**src/rtl/reservation_entry_param_pkg.sv**
```systemverilog
// Shared state encoding and default sizing for the parametrised reservation entry.
package rs_entry_pkg;

    typedef enum logic [1:0] {
        EMPTY  = 2'd0,
        WAIT   = 2'd1,
        ISSUED = 2'd2
    } state_t;

    localparam int DEF_SRC     = 2;
    localparam int DEF_CDB     = 3;
    localparam int DEF_DATA    = 32;
    localparam int DEF_TAG     = 6;
    localparam int DEF_PTR     = 4;
    localparam int DEF_PAYLOAD = 64;

endpackage

```
**src/rtl/reservation_entry_wakeup.sv**
```systemverilog
// CDB snoop for one operand: compares its tag against every channel and
// returns the result of the lowest-index writeback hit.
module reservation_entry_wakeup #(
    parameter int P_CDB  = 3,
    parameter int P_TAG  = 6,
    parameter int P_DATA = 32
) (
    input  logic [P_TAG-1:0]        tag,
    input  logic [P_CDB-1:0]        cdb_valid,
    input  logic [P_CDB-1:0]        cdb_writeback,
    input  logic [P_CDB*P_TAG-1:0]  cdb_regname,
    input  logic [P_CDB*P_DATA-1:0] cdb_data,
    output logic                    hit,
    output logic [P_DATA-1:0]       data
);

    // Scan from the highest index down so the lowest-index hit is the last to win.
    always_comb begin
        hit  = 1'b0;
        data = '0;
        for (int c = P_CDB - 1; c >= 0; c--) begin
            if (cdb_valid[c] && cdb_writeback[c] &&
                (cdb_regname[c*P_TAG +: P_TAG] == tag)) begin
                hit  = 1'b1;
                data = cdb_data[c*P_DATA +: P_DATA];
            end
        end
    end

endmodule

```
**src/rtl/reservation_entry_param.sv**
```systemverilog
// One reservation-station slot: holds an instruction until its operands and
// in-order pointer are ready, then tracks it through issue, completion or replay.
module reservation_entry_param
    import rs_entry_pkg::*;
#(
    parameter int P_SRC     = DEF_SRC,
    parameter int P_CDB     = DEF_CDB,
    parameter int P_DATA    = DEF_DATA,
    parameter int P_TAG     = DEF_TAG,
    parameter int P_PTR     = DEF_PTR,
    parameter int P_PAYLOAD = DEF_PAYLOAD
) (
    input  logic                    iCLOCK,
    input  logic                    inRESET,
    input  logic                    iREMOVE_VALID,
    input  logic                    iREGISTER_VALID,
    input  logic [P_PAYLOAD-1:0]    iREGISTER_PAYLOAD,
    input  logic [P_SRC-1:0]        iREGISTER_SRC_VALID,
    input  logic [P_SRC-1:0]        iREGISTER_SRC_SYSREG,
    input  logic [P_SRC*P_DATA-1:0] iREGISTER_SRC_DATA,
    input  logic [P_TAG-1:0]        iREGISTER_DEST_REGNAME,
    input  logic [5:0]              iREGISTER_COMMIT_TAG,
    input  logic [P_PTR-1:0]        iREGISTER_EX_POINTER,
    input  logic [P_CDB-1:0]        iCDB_VALID,
    input  logic [P_CDB-1:0]        iCDB_WRITEBACK,
    input  logic [P_CDB*P_TAG-1:0]  iCDB_REGNAME,
    input  logic [P_CDB*P_DATA-1:0] iCDB_DATA,
    input  logic [P_PTR-1:0]        iEX_EXECUTION_POINTER,
    input  logic                    iISSUE,
    input  logic                    iEX_DONE,
    input  logic                    iEX_REPLAY,
    output logic                    oINFO_ENTRY_VALID,
    output logic                    oINFO_MATCHING,
    output logic                    oINFO_ISSUED,
    output logic [P_SRC-1:0]        oINFO_SRC_VALID,
    output logic [P_SRC-1:0]        oINFO_SRC_SYSREG,
    output logic [P_SRC*P_DATA-1:0] oINFO_SRC_DATA,
    output logic [P_PAYLOAD-1:0]    oINFO_PAYLOAD,
    output logic [P_TAG-1:0]        oINFO_DEST_REGNAME,
    output logic [5:0]              oINFO_COMMIT_TAG
);

    state_t                  state;
    logic [P_SRC-1:0]        src_valid;
    logic [P_SRC-1:0]        src_sysreg;
    logic [P_SRC*P_DATA-1:0] src_data;
    logic [P_PAYLOAD-1:0]    payload;
    logic [P_TAG-1:0]        dest_regname;
    logic [5:0]              commit_tag;
    logic [P_PTR-1:0]        ex_pointer;
    logic                    ptr_match;

    logic [P_SRC-1:0]        hit;
    logic [P_SRC*P_DATA-1:0] hit_data;
    logic                    matching;

    // The same comparator serves allocation (incoming tag) and WAIT (stored tag).
    for (genvar i = 0; i < P_SRC; i++) begin : g_wakeup
        logic [P_TAG-1:0] tag_sel;

        assign tag_sel = (state == EMPTY) ? iREGISTER_SRC_DATA[i*P_DATA +: P_TAG]
                                          : src_data[i*P_DATA +: P_TAG];

        reservation_entry_wakeup #(
            .P_CDB (P_CDB),
            .P_TAG (P_TAG),
            .P_DATA(P_DATA)
        ) u_wakeup (
            .tag          (tag_sel),
            .cdb_valid    (iCDB_VALID),
            .cdb_writeback(iCDB_WRITEBACK),
            .cdb_regname  (iCDB_REGNAME),
            .cdb_data     (iCDB_DATA),
            .hit          (hit[i]),
            .data         (hit_data[i*P_DATA +: P_DATA])
        );
    end

    assign matching = (state == WAIT) && (&src_valid) && ptr_match;

    always_ff @(posedge iCLOCK or negedge inRESET) begin
        if (!inRESET) begin
            state        <= EMPTY;
            src_valid    <= '0;
            src_sysreg   <= '0;
            src_data     <= '0;
            payload      <= '0;
            dest_regname <= '0;
            commit_tag   <= '0;
            ex_pointer   <= '0;
            ptr_match    <= 1'b0;
        end else if (iREMOVE_VALID || (state == ISSUED && iEX_DONE)) begin
            state        <= EMPTY;
            src_valid    <= '0;
            src_sysreg   <= '0;
            src_data     <= '0;
            payload      <= '0;
            dest_regname <= '0;
            commit_tag   <= '0;
            ex_pointer   <= '0;
            ptr_match    <= 1'b0;
        end else begin
            case (state)
                EMPTY: begin
                    if (iREGISTER_VALID) begin
                        state        <= WAIT;
                        payload      <= iREGISTER_PAYLOAD;
                        dest_regname <= iREGISTER_DEST_REGNAME;
                        commit_tag   <= iREGISTER_COMMIT_TAG;
                        src_sysreg   <= iREGISTER_SRC_SYSREG;
                        ex_pointer   <= iREGISTER_EX_POINTER;
                        ptr_match    <= (iREGISTER_EX_POINTER == iEX_EXECUTION_POINTER);
                        for (int i = 0; i < P_SRC; i++) begin
                            if (iREGISTER_SRC_SYSREG[i] || iREGISTER_SRC_VALID[i]) begin
                                src_valid[i]                <= 1'b1;
                                src_data[i*P_DATA +: P_DATA] <= iREGISTER_SRC_DATA[i*P_DATA +: P_DATA];
                            end else if (hit[i]) begin
                                src_valid[i]                <= 1'b1;
                                src_data[i*P_DATA +: P_DATA] <= hit_data[i*P_DATA +: P_DATA];
                            end else begin
                                src_valid[i]                <= 1'b0;
                                src_data[i*P_DATA +: P_DATA] <= iREGISTER_SRC_DATA[i*P_DATA +: P_DATA];
                            end
                        end
                    end
                end
                WAIT: begin
                    for (int i = 0; i < P_SRC; i++) begin
                        if (!src_valid[i] && hit[i]) begin
                            src_valid[i]                <= 1'b1;
                            src_data[i*P_DATA +: P_DATA] <= hit_data[i*P_DATA +: P_DATA];
                        end
                    end
                    if (ex_pointer == iEX_EXECUTION_POINTER) begin
                        ptr_match <= 1'b1;
                    end
                    if (iISSUE && matching) begin
                        state <= ISSUED;
                    end
                end
                ISSUED: begin
                    if (iEX_REPLAY) begin
                        state <= WAIT;
                    end
                end
                default: state <= EMPTY;
            endcase
        end
    end

    assign oINFO_ENTRY_VALID  = (state != EMPTY);
    assign oINFO_MATCHING     = matching;
    assign oINFO_ISSUED       = (state == ISSUED);
    assign oINFO_SRC_VALID    = src_valid;
    assign oINFO_SRC_SYSREG   = src_sysreg;
    assign oINFO_SRC_DATA     = src_data;
    assign oINFO_PAYLOAD      = payload;
    assign oINFO_DEST_REGNAME = dest_regname;
    assign oINFO_COMMIT_TAG   = commit_tag;

endmodule

```
**config.mk**
```make
export PLATFORM = sky130hd
export DESIGN_NAME = reservation_entry_param
export DESIGN_NICKNAME = d
export VERILOG_FILES = /design/src/rtl/reservation_entry_param_pkg.sv /design/src/rtl/reservation_entry_wakeup.sv /design/src/rtl/reservation_entry_param.sv
export SDC_FILE = /design/constraint.sdc
export NUM_CORES = 1
export LEC_CHECK = 0
export CORE_ASPECT_RATIO = 0.5
export CORE_MARGIN = 2
export CORE_UTILIZATION = 38
export CTS_CLUSTER_SIZE = 8
export DETAILED_ROUTE_END_ITERATION = 10
export PLACE_DENSITY = 0.78
export SLEW_MARGIN = 15
export SYNTH_ARGS = -nofsm -noshare
export SYNTH_HDL_FRONTEND = slang
export SYNTH_SLANG_ARGS = --single-unit
```
**constraint.sdc**
```tcl
create_clock -name iCLOCK -period 2.8 [get_ports iCLOCK]
set_input_delay 0.28 -clock iCLOCK [delete_from_list [all_inputs] [get_ports iCLOCK]]
set_output_delay 0.28 -clock iCLOCK [all_outputs]
set_load 0.01 [all_outputs]
```
**Word-level counts from Yosys, hierarchy flattened**

Cells that the tools add are included.

- Flip-flop bits (word level): 151
- Output and inout bits: 147

- Equal/unequal tests: 16
- Multiplexer cells: 56
- Reductions and logical operators: 31

Operator list:

| operator | count |
|---|---|
| two-way mux 32 bit | 12 |
| two-way mux 64 bit | 5 |
| one-hot mux 64 bit (2 select lines) | 1 |
| two-way mux 6 bit | 8 |
| equality test 6 bit | 6 |
| two-way mux 2 bit | 9 |
| logical AND 1 bit | 15 |
| two-way mux 1 bit | 15 |
| two-way mux 4 bit | 3 |
| inequality test 3 x 1 -> 1 bit, second input constant | 4 |
| AND reduction 3 bit | 4 |
| equality test 4 bit | 2 |
| inequality test 3 x 2 -> 1 bit, second input constant | 2 |
| one-hot mux 2 bit (3 select lines) | 1 |
| nonzero test 2 bit | 3 |
| one-hot mux 2 bit (2 select lines) | 1 |
| AND reduction 2 bit | 2 |
| logical OR 1 bit | 3 |
| nonzero test 3 bit | 1 |
| equality test 2 x 1 -> 1 bit, second input constant | 1 |
| equality test 2 bit, second input constant | 1 |
| logical NOT 1 bit | 2 |
| logical NOT 2 bit | 1 |
| one-hot mux 1 bit (2 select lines) | 1 |

**Longest topological paths before layout**

Gate-level depths: netlist of the first run.

- Depth after elaboration: 12
- Mapped depth: 13

**Cells and area by module**

Synthesis of the first run repeated with hierarchy kept, for this count alone.

- Cells, all modules: 1,063
- Area, all modules: 9,834.4 µm²

Modules (own cells, without submodules):

| module | instances | cells an instance | area each (µm²) |
|---|---|---|---|
| reservation_entry_param | 1 | 643 | 7,171.9 |
| reservation_entry_wakeup | 2 | 210 | 1,331.3 |

**Least setup slack after synthesis of the first run**

Ideal clock, no wire load.

- Path type: register to register
- From: register state[1]
- To: register src_data[60] (netlist: oINFO_SRC_DATA[60])
- Setup time: 0.094 ns
- Data arrival time: 2.723 ns
- Required time: 2.706 ns
- Setup slack: -0.017 ns
- Stages on the path, launching flop included: 14
- Clock period less this slack: 2.817 ns
- Path through: dfrtp_1 nor2_2 inv_2 buf_6 buf_6 a221oi_2 o22ai_1 nor4_4 o31ai_4 and2_4 buf_6 buf_6 a211o_1 a221oi_2

- Word-level cells in the longest chain between the ends: 12

Ends and longest elaborated chain:

| item | RTL line | text |
|---|---|---|
| start: declaration | reservation_entry_param.sv:43 | `state_t state;` |
| start signal: assignment | reservation_entry_param.sv:83 | `state <= EMPTY;` |
| start signal: assignment | reservation_entry_param.sv:93 | `state <= EMPTY;` |
| start signal: assignment | reservation_entry_param.sv:106 | `state <= WAIT;` |
| logical NOT 2 bit | reservation_entry_param.sv:61, reservation_entry_param.sv:103 |  |
| two-way mux 6 bit | reservation_entry_param.sv:61 | `assign tag_sel = (state == EMPTY) ? iREGISTER_SRC_DATA[i*P_DATA +: P_TAG]` |
| equality test 6 bit | reservation_entry_wakeup.sv:23 | `(cdb_regname[c*P_TAG +: P_TAG] == tag)) begin` |
| logical AND 1 bit | reservation_entry_wakeup.sv:22 | `if (cdb_valid[c] && cdb_writeback[c] &&` |
| two-way mux 32 bit / two-way mux 1 bit (equally long branches) (3 in series) | reservation_entry_wakeup.sv:22 |  |
| two-way mux 32 bit | reservation_entry_param.sv:117 | `end else if (hit[i]) begin` |
| two-way mux 32 bit | reservation_entry_param.sv:114 | `if (iREGISTER_SRC_SYSREG[i] \|\| iREGISTER_SRC_VALID[i]) begin` |
| two-way mux 64 bit | reservation_entry_param.sv:105 | `if (iREGISTER_VALID) begin` |
| one-hot mux 64 bit (2 select lines) | reservation_entry_param.sv:103 | `case (state)` |
| two-way mux 64 bit | reservation_entry_param.sv:92 | `end else if (iREMOVE_VALID \|\| (state == ISSUED && iEX_DONE)) begin` |
| end signal: indexed assignment | reservation_entry_param.sv:116 | `src_data[i*P_DATA +: P_DATA] <= iREGISTER_SRC_DATA[i*P_DATA +: P_DATA];` |
| end signal: indexed assignment | reservation_entry_param.sv:119 | `src_data[i*P_DATA +: P_DATA] <= hit_data[i*P_DATA +: P_DATA];` |
| end signal: indexed assignment | reservation_entry_param.sv:122 | `src_data[i*P_DATA +: P_DATA] <= iREGISTER_SRC_DATA[i*P_DATA +: P_DATA];` |
| end: declaration | reservation_entry_param.sv:46 | `logic [P_SRC*P_DATA-1:0] src_data;` |

Parallel ways exist; a longest one is shown, timed or not. The select of a mux whose other input is x is not followed.
A chain may end at the register's enable or synchronous reset.

**Worst setup path in the final report of the first run**

- From: register state[1]
- To: register src_data[58] (netlist: oINFO_SRC_DATA[58])

The elaborated chain is that of the path after synthesis.

==> flow_summary.json, run 1 <==
{
  "final_cell_mix": "clkdlybuf4s50_1 (424), nand2_1 (260), dfrtp_1 (151), a21oi_1 (118), buf_4 (106)",
  "power.density_nw_per_um2": 571,
  "synth_ff_type": "dfrtp_1",
  "drt_wl_total_um": 47000,
  "ir_worst_vdd_mv": 0.346,
  "drc": 0,
  "max-cap-violations": 0,
  "skew_ns": 0.0120,
  "area_growth_pct": 77.4,
  "synth.yosys.seq_area_share": 0.410,
  "critPathBufInv": 5,
  "rows": 40,
  "start_util": 0.386,
  "synthArstFlopShare": 1.00,
  "violations": "negative setup slack",
  "power.internal_w": 0.00587,
  "crit_arrival_ns": 3.28,
  "p_switching_w": 0.00346,
  "pwr-share-comb": 0.464,
  "synth-edff-count": 0,
  "ant_nets": 0,
  "cp.required_ns": 3.14,
  "clockBufferDepth": 2,
  "fmax_mhz": 340,
  "firstDrtPassIters": 7,
  "via_count": 11500,
  "hold_viol": 0,
  "cts_tree": "done",
  "min_period_ns": 2.94,
  "grt-ovfl-total": 0,
  "max_stage_delay_ns": 0.48,
  "setup_violations": 60,
  "ctsRootBufferMaster": "clkbuf_16",
  "hpwl_um": 32900,
  "finalCritPeriodShare": 1.05,
  "grt_pass1_vias": 10800,
  "clock_latency_ns": 0.45,
  "yosysUniqueCellTypes": 63,
  "clockPowerShare": 0.239,
  "syn_area_per_cell_um2": 8.19,
  "utilization": 0.685,
  "drive_above_1_share": 0.186,
  "die-area_um2": 25600,
  "grt_pass1_wl_um": 65100,
  "worst_slew_pin_slew_ns": 0.919,
  "ios": 426,
  "pre_cts_slack_ns": -0.497,
  "fin_hold_ws_ns": 0.370,
  "drtIter0Drc": 1503,
  "syn_area_um2": 9210,
  "gp_congestion": 0.944,
  "crit_path_max_fanout": 9,
  "start_kind": "flip-flop",
  "track_usage": 0.338,
  "switching_share": 0.371,
  "worstSetupPathType": "flip-flop to flip-flop",
  "hold_path.class": "primary input to flip-flop",
  "slowest_stage": "or4_4",
  "nets": 1910,
  "seq_power_share": 0.297,
  "critPathCaptureType": "flip-flop",
  "crit_top_cell": "buf_4",
  "core-area_um2": 23900,
  "die_h_um": 114,
  "drv_slew": 0,
  "antenna_found_initial": 2,
  "ys_warn_count": 0,
  "htreeDepth": 4,
  "clk_pin_slew_ns": 0.07,
  "viasPerCell": 5.88,
  "port_buffers": 425,
  "die_x_um": 224,
  "leakagePower_nw": 6.49,
  "layout_commonest_cell": "clkdlybuf4s50_1",
  "synth_seq_cells": 151,
  "rsz0062_at_grt": "true",
  "grt_max_degree": 91,
  "status": "complete, but fails checks",
  "syn_inst": 1124,
  "cts_sinks": 151,
  "cts-buffers-inserted": 17,
  "wl_per_cell_um": 24.0,
  "setup_ws_ns": -0.144,
  "syn_nets": 1403,
  "path_cells": "nor2_4 -> buf_4 -> buf_8 -> buf_4 -> a221oi_2 -> o22ai_2 -> nor4_4 -> buf_4 -> or4_4 -> o21ai_4 -> buf_4 -> a21oi_1 -> a221oi_1",
  "maxSlewHeadroom": 0.387,
  "critPathTopFamily": "compound AO/OA/AOI/OAI gates"
}
-- worst paths after layout --
check	from	end	slack, ns	cells past startpoint
setup / recovery	state[1]	oINFO_SRC_DATA[58]	-0.14	13
hold / removal	iREGISTER_PAYLOAD[16]	oINFO_PAYLOAD[16]	0.37	3
setup reg to reg	state[1]	oINFO_SRC_DATA[58]	-0.14	13
hold reg to reg	oINFO_SRC_DATA[24]	oINFO_SRC_DATA[24]	0.48	2
max in group asynchronous	inRESET	oINFO_PAYLOAD[25]	1.41	3
min in group asynchronous	inRESET	oINFO_SRC_DATA[35]	0.52	2
-- state kept, by name, summed over array words and instances (netlist names) --
register	flops
oINFO_SRC_SYSREG	2
state	2
oINFO_SRC_VALID	2
oINFO_DEST_REGNAME	6
oINFO_COMMIT_TAG	6
ex_pointer	4
ptr_match	1
oINFO_PAYLOAD	64
oINFO_SRC_DATA	64
-- routing by layer --
layer  track usage  wire length (um)  up-vias
met5             0                 0        -
met4         0.136              2130        0
met3         0.103              4760      171
met2         0.534             21600      699
met1         0.437             18500     5615
li1              -                 -     5046
-- metrics by stage --
stage | cells | instance area [um^2] | TNS, ns | power [W]
final | 1961 | 16300 | -4.43 | 0.00934
after global routing | 1961 | 16300 | -9.65 | 0.00970
after CTS | 1935 | 15500 | -0.511 | 0.00868
after detailed placement | 1886 | 14600 | -23.10 | 0.00622
after global placement | 1886 | 14600 | -19.14 | 0.00616
after floorplan | 1124 | 9230 | 0 | 0.00425
-- logic make-up (layout without fill, tap and decap cells) --
group	Yosys count	after routing	share of synthesized area
buffers and inverters	131	647	0.0587
muxes	27	27	0.0293
DFF	151	151	0.410
and+or+nand+nor	442	445	0.211
xor gates and xnor gates	36	36	0.0342
AOI/OAI and AO/OA	337	338	0.257
other	0	2	0
-- repair_timing --
item | CTS | global route
endpoints found under the setup margin | 58 | 65
pin swaps | 24 | 46
gates resized for setup | 55 | 114
hold endpoints to repair | 71 | 0
hold buffers | 1 | 0
buffers inserted | 13 | 14
gates cloned | 4 | 12
-- synthesized netlist by cell type, drive strengths merged, types with 3 or more instances --
master | count | area (um^2)
buf | 27 | 150
a2111oi | 5 | 43.8
or2 | 11 | 68.8
o21a | 3 | 22.5
dfrtp | 151 | 3780
a221oi | 34 | 323
nor3 | 38 | 200
o31a | 5 | 43.8
a211oi | 8 | 60.1
xor2 | 23 | 201
o31ai | 15 | 126
nand2b | 11 | 68.8
nor2 | 61 | 231
and2 | 7 | 46.3
nor2b | 6 | 37.5
o211ai | 4 | 30.0
o21ai | 39 | 195
a221o | 22 | 220
mux2i | 27 | 270
and3 | 10 | 62.6
a211o | 25 | 219
inv | 39 | 146
xnor2 | 13 | 114
nand2 | 265 | 995
a32oi | 25 | 219
a21oi | 125 | 626
clkbuf | 65 | 244
a22o | 3 | 26.3
o22ai | 4 | 31.3
nor4 | 11 | 98.8
nand3 | 14 | 70.1
o2111ai | 4 | 35.0
-- final cells by class --
cell class | count | area [um^2]
repair buffers | 576 | 5880
inverters | 39 | 151
fillers | 1901 | 7530
well taps | 315 | 394
flip-flops and latches | 151 | 3780
clock buffers | 19 | 433
clock inverters | 13 | 110
diodes | 2 | 5.00
multi-input cells | 846 | 5590
-- power groups by stage --
stage               logic [W]  registers, W  clock network [W]
floorplan             0.00133       0.00292                  0
global placement      0.00338       0.00278                  0
detailed placement    0.00343       0.00279                  0
CTS                   0.00367       0.00276            0.00225
global route          0.00454       0.00280            0.00236
finish                0.00433       0.00277            0.00223
-- worst reg2reg max path: stages (launching register included) --
cell and delay [ns]:
dfrtp_1 0.43, nor2_4 0.18, buf_4 0.15, buf_8 0.15, buf_4 0.14, a221oi_2 0.04, o22ai_2 0.29, nor4_4 0.10
buf_4 0.16, or4_4 0.48, o21ai_4 0.19, buf_4 0.19, a21oi_1 0.04, a221oi_1 0.29
No activity file was read; power rests on OpenSTA's default activity.
==> inputs of run 2 (changes only) <==
--- a/config.mk
+++ b/config.mk
@@ -7,10 +7,10 @@
 export LEC_CHECK = 0
 export CORE_ASPECT_RATIO = 0.5
 export CORE_MARGIN = 2
-export CORE_UTILIZATION = 38
+export CORE_UTILIZATION = 30
 export CTS_CLUSTER_SIZE = 8
 export DETAILED_ROUTE_END_ITERATION = 10
-export PLACE_DENSITY = 0.78
+export RECOVER_POWER = 25
 export SLEW_MARGIN = 15
 export SYNTH_ARGS = -nofsm -noshare
 export SYNTH_HDL_FRONTEND = slang
==> run 2 against run 1 <==
Effect of this change:
- the flow finishes with violations (max-capacitance violations, max-slew violations, negative setup slack)
- register-to-register slack better by 0.05 ns
- die area up 26%
- routed wire length down 0.49%
- non-clock buffer count up 1
- hold slack better by 0.0049 ns
- via count down 4.5%
- flip-flop and latch count unchanged
- count of clock-buffer cells in the layout unchanged
- final cell count up 4.4%
- clock power up 7%
- worst setup slack better by 0.045 ns
- utilization down 15 points
==> flow_summary.json, run 2 (same netlist as run 1, synthesis figures left out) <==
{
  "status": "complete, but fails checks",
  "violations": "max-capacitance violations, max-slew violations, negative setup slack",
  "worstSetupStartpoint": "state[1]",
  "htreeDepth": 4,
  "layout.area.seq_um2": 3780,
  "hold_depth": 3,
  "grt_max_degree": 83,
  "die_h_um": 128,
  "drc": 0,
  "nets": 1911,
  "power.density_nw_per_um2": 570,
  "cts_sinks": 151,
  "start_kind": "flip-flop",
  "hold_start": "iREGISTER_PAYLOAD[46]",
  "skew_ns": 0.0103,
  "crit_arrival_ns": 3.23,
  "stdcell_count": 2047,
  "drv_slew": 54,
  "clockBufferDepth": 2,
  "drt_wl_total_um": 46800,
  "wl_per_cell_um": 22.8,
  "drive_above_1_share": 0.161,
  "rsz0062_at_grt": "true",
  "clk_pin_slew_ns": 0.07,
  "maxSlewHeadroom": -0.0302,
  "antenna_found_initial": 4,
  "crit_path_max_fanout": 7,
  "leakagePower_nw": 6.43,
  "hpwl_um": 33900,
  "critPathCaptureType": "flip-flop",
  "grt_pass1_vias": 10600,
  "clock_latency_ns": 0.44,
  "track_usage": 0.269,
  "viasPerCell": 5.38,
  "setup_ws_ns": -0.0987,
  "hold_viol": 0,
  "r2r-start": "state[1]",
  "dp.cells": 1970,
  "layout_commonest_cell": "clkdlybuf4s50_1",
  "cp.required_ns": 3.13,
  "grt_pass1_wl_um": 65500,
  "n_fill_cell": 2800,
  "grt-ovfl-total": 0,
  "ant_nets": 0,
  "final_cell_mix": "clkdlybuf4s50_1 (424), nand2_1 (264), dfrtp_1 (151), a21oi_1 (124), buf_4 (116)",
  "worst_slew_pin_slew_ns": 1.55,
  "rr_worst_depth": 12,
  "die_x_um": 252,
  "ctsRootBufferMaster": "clkbuf_16",
  "die-area_um2": 32200,
  "setup_violations": 52,
  "min_period_ns": 2.90,
  "ios": 426,
  "port_buffers": 425,
  "area_growth_pct": 74.8,
  "finalCritPeriodShare": 1.04,
  "gp_congestion": 0.993,
  "via_count": 11000,
  "core-area_um2": 30300,
  "rows": 45,
  "max-cap-violations": 1,
  "worstSetupPathType": "flip-flop to flip-flop",
  "firstDrtPassIters": 6,
  "fmax_mhz": 345,
  "multiInputGateArea_um2": 5240,
  "drtIter0Drc": 1091,
  "cts-buffers-inserted": 17,
  "fin_hold_ws_ns": 0.375,
  "cts_tree": "done",
  "hold_path.class": "primary input to flip-flop",
  "start_util": 0.304,
  "ir_worst_vdd_mv": 0.481
}
-- run 2: metal layers --
layer,vias up,routed length [um],global-route usage,share of wire
met5,-,13,0,0.00028
met1,5387,19100,0.344,0.41
met4,2,1450,0.0947,0.031
met2,481,22700,0.449,0.49
li1,5051,-,-,-
met3,93,3550,0.0619,0.076
-- run 2: area by class of cell --
| type | instances | share of cell area |
|---|---|---|
| timing repair buffer | 577 | 0.363 |
| tap | 399 | 0.0310 |
| inverter | 39 | 0.00925 |
| clock inverter | 13 | 0.00971 |
| sequential | 151 | 0.235 |
| antenna | 3 | 0.000466 |
| multi-input combinational | 846 | 0.325 |
| clock buffer | 19 | 0.0269 |
-- run 2: critical path, stage by stage (launching register included) --
cell,delay (ns)
dfrtp_1,0.42
buf_6,0.15
or3b_1,0.40
a21o_1,0.17
o211ai_1,0.17
nor4_4,0.10
buf_4,0.16
o31ai_4,0.39
and2_4,0.26
buf_12,0.13
buf_4,0.11
a21oi_1,0.07
a221oi_1,0.28
-- run 2: per-stage QoR --
step / setup TNS (ns) / setup slack (ns) / util / cell area, um^2 / total power (W)
floorplan: 0 / 0.0224 / - / 9230 / 0.00425
global placement: -21.05 / -0.414 / 0.485 / 14700 / 0.00620
detailed placement: -24.83 / -0.463 / 0.485 / 14700 / 0.00625
CTS: -0.0411 / -0.0215 / 0.509 / 15400 / 0.00877
global route: -7.04 / -0.184 / 0.531 / 16100 / 0.00960
finish: -2.02 / -0.0987 / 0.531 / 16100 / 0.00918
-- run 2: power breakdown --
part | leakage (nW) | switching [W] | internal [W]
clock | 0.275 | 0.00105 | 0.00134
sequential | 2.02 | 0.000246 | 0.00252
combinational | 4.13 | 0.00199 | 0.00204
total | 6.43 | 0.00329 | 0.00590
-- run 2: timing repair --
item                                   in CTS  in global routing
setup endpoints to repair                  61                 65
resized for setup                          13                 64
pin swaps                                   8                 20
buffers inserted                            2                 24
endpoints found under the hold margin      50                  0
gates cloned                                3                 12
hold buffers                                1                  0
-- run 2: worst paths after layout --
path / endpoint / slack (ns)
min in group asynchronous: oINFO_PAYLOAD[38] / 0.76
setup reg to reg: oINFO_SRC_DATA[50] / -0.1
max in group asynchronous: oINFO_PAYLOAD[20] / 0.37
setup / recovery: oINFO_SRC_DATA[50] / -0.1
hold reg to reg: oINFO_SRC_DATA[25] / 0.49
hold / removal: oINFO_PAYLOAD[46] / 0.37
==> inputs of run 3 (changes only) <==
--- a/config.mk
+++ b/config.mk
@@ -5,11 +5,15 @@
 export SDC_FILE = /design/constraint.sdc
 export NUM_CORES = 1
 export LEC_CHECK = 0
+export CELL_PAD_IN_SITES_DETAIL_PLACEMENT = 1
+export CELL_PAD_IN_SITES_GLOBAL_PLACEMENT = 1
 export CORE_ASPECT_RATIO = 0.5
 export CORE_MARGIN = 2
-export CORE_UTILIZATION = 30
+export CORE_UTILIZATION = 27
 export CTS_CLUSTER_SIZE = 8
 export DETAILED_ROUTE_END_ITERATION = 10
+export MAX_ROUTING_LAYER = met4
+export PLACE_DENSITY_LB_ADDON = 0.1
 export RECOVER_POWER = 25
 export SLEW_MARGIN = 15
 export SYNTH_ARGS = -nofsm -noshare
==> run 3 against run 2 <==
Effect of this change:
- the flow finishes with violations (negative setup slack)
- via count decreased by 0.25%
- first-iteration DRC count decreased by 35%
- final cell count increased by 1.5%
- critical endpoint is now oINFO_SRC_DATA[39]
==> flow_summary.json, run 3 (same netlist as run 1, synthesis figures left out) <==
{
  "via_count": 11000,
  "ir_worst_vdd_mv": 0.452,
  "track_usage": 0.268,
  "antenna_found_initial": 1,
  "dp.cells": 2009,
  "status": "complete, but fails checks",
  "grt_pass1_wl_um": 70700,
  "crit_top_cell": "buf_12",
  "utilization": 0.486,
  "drive_above_1_share": 0.158,
  "path_cells": "nor2_4 -> inv_6 -> a2111oi_2 -> nor2_1 -> nor3_2 -> buf_4 -> nor2b_4 -> buf_12 -> buf_12 -> a32oi_1 -> a211o_1 -> a221oi_2",
  "r2r_setup_slack_ns": -0.11,
  "placed_area_um2": 14800,
  "clk_pin_slew_ns": 0.07,
  "htreeDepth": 4,
  "cts_sinks": 151,
  "power_w": 0.00934,
  "grt_max_degree": 83,
  "drtIter0Drc": 706,
  "crit_path_max_fanout": 16,
  "maxSlewHeadroom": 0.177,
  "r2r-start": "state[0]",
  "critPathCaptureType": "flip-flop",
  "power.density_nw_per_um2": 577,
  "rows": 47,
  "drc": 0,
  "hold_path.class": "primary input to flip-flop",
  "finalCritPeriodShare": 1.04,
  "hold_viol": 0,
  "ctsRootBufferMaster": "clkbuf_16",
  "hpwl_um": 34200,
  "grt_pass1_vias": 11600,
  "slowest_stage": "a2111oi_2",
  "drt_wl_total_um": 47900,
  "ant_nets": 0,
  "setup_ws_ns": -0.111,
  "crit_arrival_ns": 3.26,
  "leakagePower_nw": 6.40,
  "cts_tree": "done",
  "die_x_um": 265,
  "final_cell_mix": "clkdlybuf4s50_1 (424), nand2_1 (264), dfrtp_1 (148), a21oi_1 (121), buf_4 (102)",
  "gp_congestion": 0.940,
  "worstSetupPathType": "flip-flop to flip-flop",
  "wl_per_cell_um": 23.1,
  "max-cap-violations": 0,
  "reg2reg_to": "oINFO_SRC_DATA[39]",
  "fmax_mhz": 343,
  "final_cell_area_um2": 16200,
  "violations": "negative setup slack",
  "viasPerCell": 5.29,
  "rr_worst_depth": 12,
  "cp.required_ns": 3.15,
  "worst_slew_pin_slew_ns": 1.23,
  "setup_violations": 46,
  "port_buffers": 425,
  "stdcell_count": 2078,
  "grt-ovfl-total": 0,
  "nets": 1900,
  "core-area_um2": 33300,
  "start_util": 0.276,
  "clockBufferDepth": 2,
  "area_growth_pct": 75.8,
  "die_h_um": 135,
  "min_period_ns": 2.91,
  "cts-buffers-inserted": 17,
  "clock_latency_ns": 0.45,
  "drv_slew": 0,
  "start_kind": "flip-flop",
  "ios": 426,
  "endpoint": "oINFO_SRC_DATA[39]",
  "rsz0062_at_grt": "true",
  "max_stage_delay_ns": 0.44,
  "worstSetupStartpoint": "state[0]",
  "layout_commonest_cell": "clkdlybuf4s50_1",
  "firstDrtPassIters": 5,
  "skew_ns": 0.0115,
  "die-area_um2": 35700
}
## run 3: report_power, final
group	leakage [nW]	switching [W]	internal, W
Sequential	2.01	0.000283	0.00252
Combinational	4.07	0.00198	0.00197
Clock	0.315	0.00113	0.00145
## run 3: area by class of cell
cell class | count | area, um^2
Timing Repair Buffer | 567 | 5760
Clock inverter | 15 | 211
Inverter | 39 | 151
Sequential cell | 151 | 3780
Multi-Input combinational cell | 845 | 5300
Tap cell | 441 | 552
Antenna cell | 3 | 7.51
Clock buffer | 17 | 425
Fill cell | 3839 | 17200
## run 3: worst min path at each step
stage	startpoint	end	slack, ns	depth (start not counted)
floorplan	inRESET	ex_pointer[0]	-0.02	0
global placement	inRESET	oINFO_PAYLOAD[47]	0.26	1
detailed placement	inRESET	oINFO_PAYLOAD[47]	0.26	1
CTS	inRESET	oINFO_COMMIT_TAG[3]	0.34	2
global route	iREGISTER_PAYLOAD[38]	oINFO_PAYLOAD[38]	0.35	3
finish	iREGISTER_PAYLOAD[38]	oINFO_PAYLOAD[38]	0.37	3
## run 3: layer usage
metal | global-route usage | vias up | wire length [um]
met5 | - | - | 0
met4 | 0.0851 | 0 | 1020
met3 | 0.0514 | 70 | 2320
met2 | 0.461 | 334 | 24600
li1 | - | 5016 | -
met1 | 0.319 | 5566 | 20000
## run 3: per-stage QoR
stage / hold WS (ns) / setup WS (ns) / setup TNS [ns]
after detailed placement: 0.264 / -0.496 / -22.49
after global placement: 0.260 / -0.421 / -19.85
after global routing: 0.351 / -0.226 / -9.54
after CTS: 0.338 / -0.0603 / -0.430
after floorplan: -0.0156 / 0.0224 / 0
final: 0.367 / -0.111 / -2.32
## run 3: worst max-delay path, delay by kind of cell, from the launching register on
family / cells / cell delay, ns
DFF: 1 / 0.43
and+or+nand+nor: 4 / 0.70
AOI/OAI and AO/OA: 4 / 1.12
buffers and inverters: 4 / 0.56
## run 3: timing repair
| item | CTS | global route |
|---|---|---|
| gates resized for setup | 41 | 46 |
| hold endpoints to repair | 46 | 0 |
| hold buffers | 1 | 0 |
| pin swaps | 11 | 23 |
| endpoints found under the setup margin | 64 | 65 |
| setup buffers | 9 | 13 |
| cloned | 6 | 6 |
